$ cat src/rtl/layer_buffer_ctrl_if.sv
// Handshake and buffer-address bundle between the layer buffer sequencer,
// the PE array side and the next-layer consumer.
interface layer_buffer_ctrl_if #(
  parameter int AWIDTH = 8,
  parameter int PWIDTH = 4
);
  logic              start;
  logic              abort;
  logic [AWIDTH:0]   wr_len;
  logic [PWIDTH-1:0] rd_passes;
  logic              pe_valid;
  logic              din_st;
  logic [AWIDTH-1:0] layer_buffer_waddr;
  logic [AWIDTH-1:0] layer_buffer_raddr;
  logic              dout_valid;
  logic              rd_ready;
  logic              busy;
  logic              done;

  modport master (
    output start, abort, wr_len, rd_passes, pe_valid, rd_ready,
    input  din_st, layer_buffer_waddr, layer_buffer_raddr, dout_valid, busy, done
  );

  modport slave (
    input  start, abort, wr_len, rd_passes, pe_valid, rd_ready,
    output din_st, layer_buffer_waddr, layer_buffer_raddr, dout_valid, busy, done
  );
endinterface

$ cat src/rtl/layer_buffer_ctrl.sv
// Layer buffer sequencer: captures a burst of PE results into the BRAM, then
// streams it out one or more times with valid/ready and no bubbles.
module layer_buffer_ctrl #(
  parameter int AWIDTH = 8,
  parameter int PWIDTH = 4
) (
  input logic               clk,
  input logic               rst_n,
  layer_buffer_ctrl_if.slave bus
);

  typedef enum logic [1:0] {IDLE, FILL, DRAIN, DONE} state_t;

  localparam logic [AWIDTH:0]   LONE = 1;
  localparam logic [AWIDTH-1:0] AONE = 1;
  localparam logic [PWIDTH-1:0] PONE = 1;

  state_t            state_q, state_d;
  logic [AWIDTH:0]   len_q, len_d;
  logic [PWIDTH-1:0] passes_q, passes_d;
  logic [AWIDTH:0]   wr_cnt_q, wr_cnt_d;
  logic [AWIDTH-1:0] rd_idx_q, rd_idx_d;
  logic [PWIDTH-1:0] pass_cnt_q, pass_cnt_d;
  logic              dout_valid_q, dout_valid_d;

  logic              din_st;
  logic [AWIDTH-1:0] waddr;
  logic [AWIDTH-1:0] raddr;
  logic              xfer;
  logic              lastIdx;
  logic [AWIDTH-1:0] nextIdx;

  always_ff @(posedge clk or negedge rst_n) begin
    if (!rst_n) begin
      state_q      <= IDLE;
      len_q        <= '0;
      passes_q     <= '0;
      wr_cnt_q     <= '0;
      rd_idx_q     <= '0;
      pass_cnt_q   <= '0;
      dout_valid_q <= 1'b0;
    end else begin
      state_q      <= state_d;
      len_q        <= len_d;
      passes_q     <= passes_d;
      wr_cnt_q     <= wr_cnt_d;
      rd_idx_q     <= rd_idx_d;
      pass_cnt_q   <= pass_cnt_d;
      dout_valid_q <= dout_valid_d;
    end
  end

  assign xfer    = dout_valid_q && bus.rd_ready;
  assign lastIdx = ({1'b0, rd_idx_q} == (len_q - LONE));
  assign nextIdx = lastIdx ? '0 : (rd_idx_q + AONE);

  always_comb begin
    state_d      = state_q;
    len_d        = len_q;
    passes_d     = passes_q;
    wr_cnt_d     = wr_cnt_q;
    rd_idx_d     = rd_idx_q;
    pass_cnt_d   = pass_cnt_q;
    dout_valid_d = 1'b0;
    din_st       = 1'b0;
    waddr        = '0;
    raddr        = '0;

    unique case (state_q)
      IDLE: begin
        if (bus.start) begin
          len_d      = bus.wr_len;
          passes_d   = (bus.rd_passes == '0) ? PONE : bus.rd_passes;
          wr_cnt_d   = '0;
          rd_idx_d   = '0;
          pass_cnt_d = '0;
          state_d    = (bus.wr_len != '0) ? FILL : DONE;
        end
      end
      FILL: begin
        din_st = bus.pe_valid;
        waddr  = wr_cnt_q[AWIDTH-1:0];
        if (bus.pe_valid) begin
          wr_cnt_d = wr_cnt_q + LONE;
          if (wr_cnt_q == (len_q - LONE)) begin
            state_d  = DRAIN;
            rd_idx_d = '0;
          end
        end
      end
      DRAIN: begin
        // The priming cycle reads word 0 so its data is ready when valid rises;
        // afterwards raddr looks one word ahead on every transfer.
        if (!dout_valid_q) begin
          raddr        = '0;
          dout_valid_d = 1'b1;
        end else begin
          raddr        = xfer ? nextIdx : rd_idx_q;
          dout_valid_d = 1'b1;
          if (xfer) begin
            rd_idx_d = nextIdx;
            if (lastIdx) begin
              pass_cnt_d = pass_cnt_q + PONE;
              if ((pass_cnt_q + PONE) == passes_q) begin
                state_d      = DONE;
                dout_valid_d = 1'b0;
              end
            end
          end
        end
      end
      DONE: begin
        state_d = IDLE;
      end
      default: state_d = IDLE;
    endcase

    if (bus.abort && (state_q != IDLE)) begin
      state_d      = IDLE;
      wr_cnt_d     = '0;
      rd_idx_d     = '0;
      pass_cnt_d   = '0;
      dout_valid_d = 1'b0;
    end
  end

  assign bus.din_st             = din_st;
  assign bus.layer_buffer_waddr = waddr;
  assign bus.layer_buffer_raddr = raddr;
  assign bus.dout_valid         = dout_valid_q;
  assign bus.busy               = (state_q != IDLE);
  assign bus.done               = (state_q == DONE);

endmodule
$ cat src/flat_wrapper.sv
// flat-port wrapper written by rule: the top's interface ports become plain ports
module layer_buffer_ctrl_flat 
#(
  parameter int AWIDTH = 8,
  parameter int PWIDTH = 4
)
  (clk, rst_n, bus_start, bus_abort, bus_wr_len, bus_rd_passes, bus_pe_valid, bus_rd_ready, bus_din_st, bus_layer_buffer_waddr, bus_layer_buffer_raddr, bus_dout_valid, bus_busy, bus_done);
  layer_buffer_ctrl_if #(.AWIDTH(AWIDTH), .PWIDTH(PWIDTH)) bus_i ();
  input logic clk;
  input logic rst_n;
  input wire logic [$bits(bus_i.start)-1:0] bus_start;
  input wire logic [$bits(bus_i.abort)-1:0] bus_abort;
  input wire logic [$bits(bus_i.wr_len)-1:0] bus_wr_len;
  input wire logic [$bits(bus_i.rd_passes)-1:0] bus_rd_passes;
  input wire logic [$bits(bus_i.pe_valid)-1:0] bus_pe_valid;
  input wire logic [$bits(bus_i.rd_ready)-1:0] bus_rd_ready;
  output wire logic [$bits(bus_i.din_st)-1:0] bus_din_st;
  output wire logic [$bits(bus_i.layer_buffer_waddr)-1:0] bus_layer_buffer_waddr;
  output wire logic [$bits(bus_i.layer_buffer_raddr)-1:0] bus_layer_buffer_raddr;
  output wire logic [$bits(bus_i.dout_valid)-1:0] bus_dout_valid;
  output wire logic [$bits(bus_i.busy)-1:0] bus_busy;
  output wire logic [$bits(bus_i.done)-1:0] bus_done;
  assign bus_i.start = bus_start;
  assign bus_i.abort = bus_abort;
  assign bus_i.wr_len = bus_wr_len;
  assign bus_i.rd_passes = bus_rd_passes;
  assign bus_i.pe_valid = bus_pe_valid;
  assign bus_i.rd_ready = bus_rd_ready;
  assign bus_din_st = bus_i.din_st;
  assign bus_layer_buffer_waddr = bus_i.layer_buffer_waddr;
  assign bus_layer_buffer_raddr = bus_i.layer_buffer_raddr;
  assign bus_dout_valid = bus_i.dout_valid;
  assign bus_busy = bus_i.busy;
  assign bus_done = bus_i.done;
  layer_buffer_ctrl #(.AWIDTH(AWIDTH), .PWIDTH(PWIDTH)) u_core (.clk(clk), .rst_n(rst_n), .bus(bus_i));
endmodule
$ cat config.mk
export PLATFORM = sky130hd
export DESIGN_NAME = layer_buffer_ctrl_flat
export DESIGN_NICKNAME = d
export VERILOG_FILES = /design/src/rtl/layer_buffer_ctrl_if.sv /design/src/rtl/layer_buffer_ctrl.sv /design/src/flat_wrapper.sv
export SDC_FILE = /design/constraint.sdc
export NUM_CORES = 1
export LEC_CHECK = 0
export ABC_AREA = 0
export ABC_CLOCK_PERIOD_IN_PS = 2300
export BUFFER_PORTS_ARGS = -buffer_cell sky130_fd_sc_hd__buf_4
export CAP_MARGIN = 20
export CORE_MARGIN = 2
export CORE_UTILIZATION = 35
export CTS_CLUSTER_DIAMETER = 40
export DETAILED_ROUTE_END_ITERATION = 12
export SYNTH_ARGS = -nofsm -noshare
export SYNTH_HDL_FRONTEND = slang
export SYNTH_SLANG_ARGS = --single-unit
export TNS_END_PERCENT = 1
$ cat constraint.sdc
create_clock -name clk -period 2.3 [get_ports clk]
set_input_delay 0.345 -clock clk [delete_from_list [all_inputs] [get_ports clk]]
set_output_delay 0.345 -clock clk [all_outputs]
set_load 0.01 [all_outputs]
==> metrics.md <==
| Metric | Value |
|---|---|
| P&R area growth vs syn | `36.7%` |
| CTS Buffer Depth | `2` |
| Clk root buf | `clkbuf_8` |
| Per-cell routed wire length | `between 10 and 15 microns` |
| Setup ws final | `-499 ps` |
| Dominant cells by area after synthesis | `dfrtp_1, xnor2_1, mux2_2` |
| Flops & latches, synth | `37` |
| CP Data Required Time | `1960 ps` |
| Cell count after synthesis | `approximately 310` |
| Initial Utilization | `0.367` |
| Fin area | `roughly 3700 sq um` |
| Total core area | `7330 sq um` |
| Worst Skew | `~13 ps` |
| GRT Total Usage | `0.178` |
| Largest net degree at the start of global routing | `38` |
| Tmin final | `~2800 ps` |
| Diodes inserted | `0` |
| Antenna violations before repair | `0` |
| DPL Wire Length | `5370 microns` |
| Vias | `2521` |
| Crit path kind | `flip-flop to primary output` |
| Crit path to | `bus_layer_buffer_raddr[3]` |
| Netlist cell types | `just over 50` |
| Final Hold Viols | `0` |
| Violated checks | `negative setup slack` |
| Top sig layer | `met4` |
| Hold Path Class | `input pin to async pin` |
| Area leader, netlist | `dfrtp_1` |
| Mapped Avg Cell Area | `8.70 sq um` |
| IR drop worst, VDD | `roughly 0.73 mV` |
| Final #Nets | `around 410` |
| Internal power | `roughly 2.3 mW` |
| Layout cells sized above 1 | `0.376` |
| Synthesized-area fraction occupied by adder cells | `0.0372` |
| Clock power frac | `0.142` |
| Ys Warns | `0` |
| Crit path from | `u_core.len_q[0]$_DFFE_PN0P_` |
| Tcrit/Tclk final | `1.22` |
| Sw frac | `0.406` |
| Metal1 wirelength | `3300 microns` |
| Simple-gate share of the synthesized area | `0.237` |
| Setup TNS | `-7650 ps` |
| Clk pin slew, worst setup/hold paths | `approximately 80 ps` |
| Mapped cell area | `between 2000 and 3000 sq um` |
| RSZ-0062 raised after global routing | `yes` |
| Top cell type's share of synthesized area | `0.344` |
| Sequential power share | `0.252` |
| Main combinational cell family by area after synthesis | `simple AND/OR/NAND/NOR gates` |
| Cell Area, Placed | `3390 sq um` |
| Relative slew slack | `0.664` |
| CP startpoint kind | `flip-flop` |
| # DRC | `0` |
| DRT Wirelength | `7110 microns` |
| CTS Sinks | `37` |
| Main synth FF type | `dfrtp_1` |
| Outcome | `finished with violations` |
| Die span in x | `about 92 microns` |
| Die Area | `approximately 8400 sq um` |
| Pwr dens | `approximately 1100 nW/um^2` |
| Net Switching | `between 1.5 and 2 mW` |
| CTS tree | `done` |
| Static Leak | `between 1.5 and 2 nW` |
| Placer congestion estimate | `approximately 0.86` |
| Worst Tran Pin Value | `between 500 and 600 ps` |
| DR WL met2 | `around 3400 microns` |
| Post-Synth XOR/XNOR Area | `0.103` |
| Seq/Total Area, Yosys | `0.344` |
| EDFF count, synth | `0` |
| Compound-gate portion of the synthesized area | `0.176` |
| Critical path peak fanout | `8` |
| First-pass GRT wire length | `between 10000 and 15000 microns` |
| Final setup viols | `22` |
| Mapped Nets | `336` |
| Overflow after GRT | `0` |
| Reg2reg end | `u_core.state_q[1]$_DFFE_PN0P_` |
| R2R cell count | `10` |
| Top Ports | `39` |
| Cts bufs inserted | `5` |
| Placed Instances | `approximately 470` |
| Htree depth | `2` |
| First-pass DRT Iterations | `4` |
| Number of global-route vias before repair | `2522` |
| Fmax | `between 300 and 400 MHz` |
| Skew-Pair Late Insertion Delay | `~300 ps` |
| Reg-to-Reg Start | `u_core.len_q[0]$_DFFE_PN0P_` |
| Max-slew violation count | `0` |
| Mux share of post-synthesis cell area | `0.0577` |
| Routed vias/inst | `5.20` |
| # rows | `31` |
| Final core occ | `0.501` |
| Reg2reg setup slack | `-360 ps` |
| Post-DRT Antenna Nets | `0` |
| Post-synth ARST share | `1.00` |
| Most frequent cells in the layout | `buf_4, dfrtp_1, nor2_1` |
| Fillers | `approximately 680` |
| Worst EP arrival | `between 2000 and 2500 ps` |
| Logic gate share of total power | `0.606` |
| DR WL met3 | `between 300 and 400 microns` |
| Fin cells | `between 400 and 500` |
| Most common cell after layout, fill and taps aside | `buf_4` |
| Die H | `approximately 92 microns` |
| Initial drt markers | `119` |
| Crit. End Element | `primary output` |
| Max cap viols | `0` |
| Port Buffers | `38` |
## what timing repair did
action | in CTS | in global routing
setup endpoints to repair | 22 | 23
buffers inserted | 5 | 2
hold buffers | 0 | 0
pin swaps | 10 | 10
gates cloned | 0 | 0
resized for setup | 13 | 17
## critical path, stage by stage (launching register included)
cell,delay [ps]
dfrtp_1,430
or4_4,590
nor2_4,150
xnor3_1,240
nand4_1,140
or2_4,160
nand3_4,150
a21oi_2,170
buf_4,130
## per-layer routing
metal | GRT usage | vias to the layer above
met5 | 0 | -
met4 | 0.0480 | 0
met3 | 0.0411 | 10
met2 | 0.297 | 41
met1 | 0.230 | 1205
li1 | - | 1265
## state kept, by name (all words and copies together) (netlist names)
register,flops
u_core.wr_cnt_q,9
u_core.len_q,9
u_core.rd_idx_q,8
u_core.state_q,2
u_core.passes_q,4
u_core.pass_cnt_q,4
u_core.bus.dout_valid,1
## synthesized netlist by cell type (2+ instances only)
master     instances
o21ai_0           23
o2111ai_1          2
xnor2_1           19
buf_6              2
nand2b_1          11
o22ai_1            3
nor3_1             8
o21ai_1            7
inv_1             10
mux2_2            12
nand2_1           21
nor2_1            25
and3_1             9
dfrtp_1           37
nand3_1           13
o31ai_1            3
xor2_1            10
nor4_1             4
o31a_1             2
ha_1               8
mux2i_1            2
or4_1              2
o2bb2ai_2          2
nand4_1            9
a211oi_1           2
clkbuf_1          13
and2_1             8
or2_2              2
a21oi_1           13
a32oi_1            3
or3_1              4
## power by group through the flow
stage	sequential (mW)	combinational [mW]	clock (mW)
global route	1.01	2.59	0.604
CTS	0.976	2.26	0.578
finish	0.981	2.36	0.554
floorplan	0.909	1.39	0
global placement	0.987	2.07	0
detailed placement	0.990	2.10	0
## stage by stage
stage	setup WS, ps	total power, mW	hold slack, ps
after floorplan	-141	2.30	49.4
after global placement	-304	3.06	353
after detailed placement	-350	3.09	356
after CTS	-491	3.81	25.0
after global routing	-604	4.20	53.8
final	-499	3.89	13.6
## logic make-up after synthesis
family	Yosys count
xor gates and xnor gates	30
buffers and inverters	27
and+or+nand+nor	122
adders and majority gates	8
muxes	14
AOI/OAI and AO/OA	71
DFF	37
## how the worst min path moves through the flow
stage	slack [ps]	endpoint	cells past startpoint	from
finish	10	u_core.len_q[5]$_DFFE_PN0P_	1	rst_n
floorplan	50	u_core.bus.dout_valid$_DFF_PN0_	0	rst_n
CTS	20	u_core.len_q[5]$_DFFE_PN0P_	1	rst_n
global placement	350	u_core.len_q[5]$_DFFE_PN0P_	1	rst_n
detailed placement	360	u_core.len_q[5]$_DFFE_PN0P_	1	rst_n
global route	50	u_core.len_q[5]$_DFFE_PN0P_	1	rst_n
## layout make-up
class / count / area [sq um] / area share
Tap cell: 99 / 124 / 0.0337
Sequential cell: 37 / 927 / 0.252
Inverter: 10 / 37.5 / 0.0102
Timing Repair Buffer: 87 / 664 / 0.181
Clock inverter: 2 / 35.0 / 0.00953
Multi-Input combinational cell: 245 / 1820 / 0.495
Clock buffer: 5 / 68.8 / 0.0187
(Power assumes the default switching activity.)
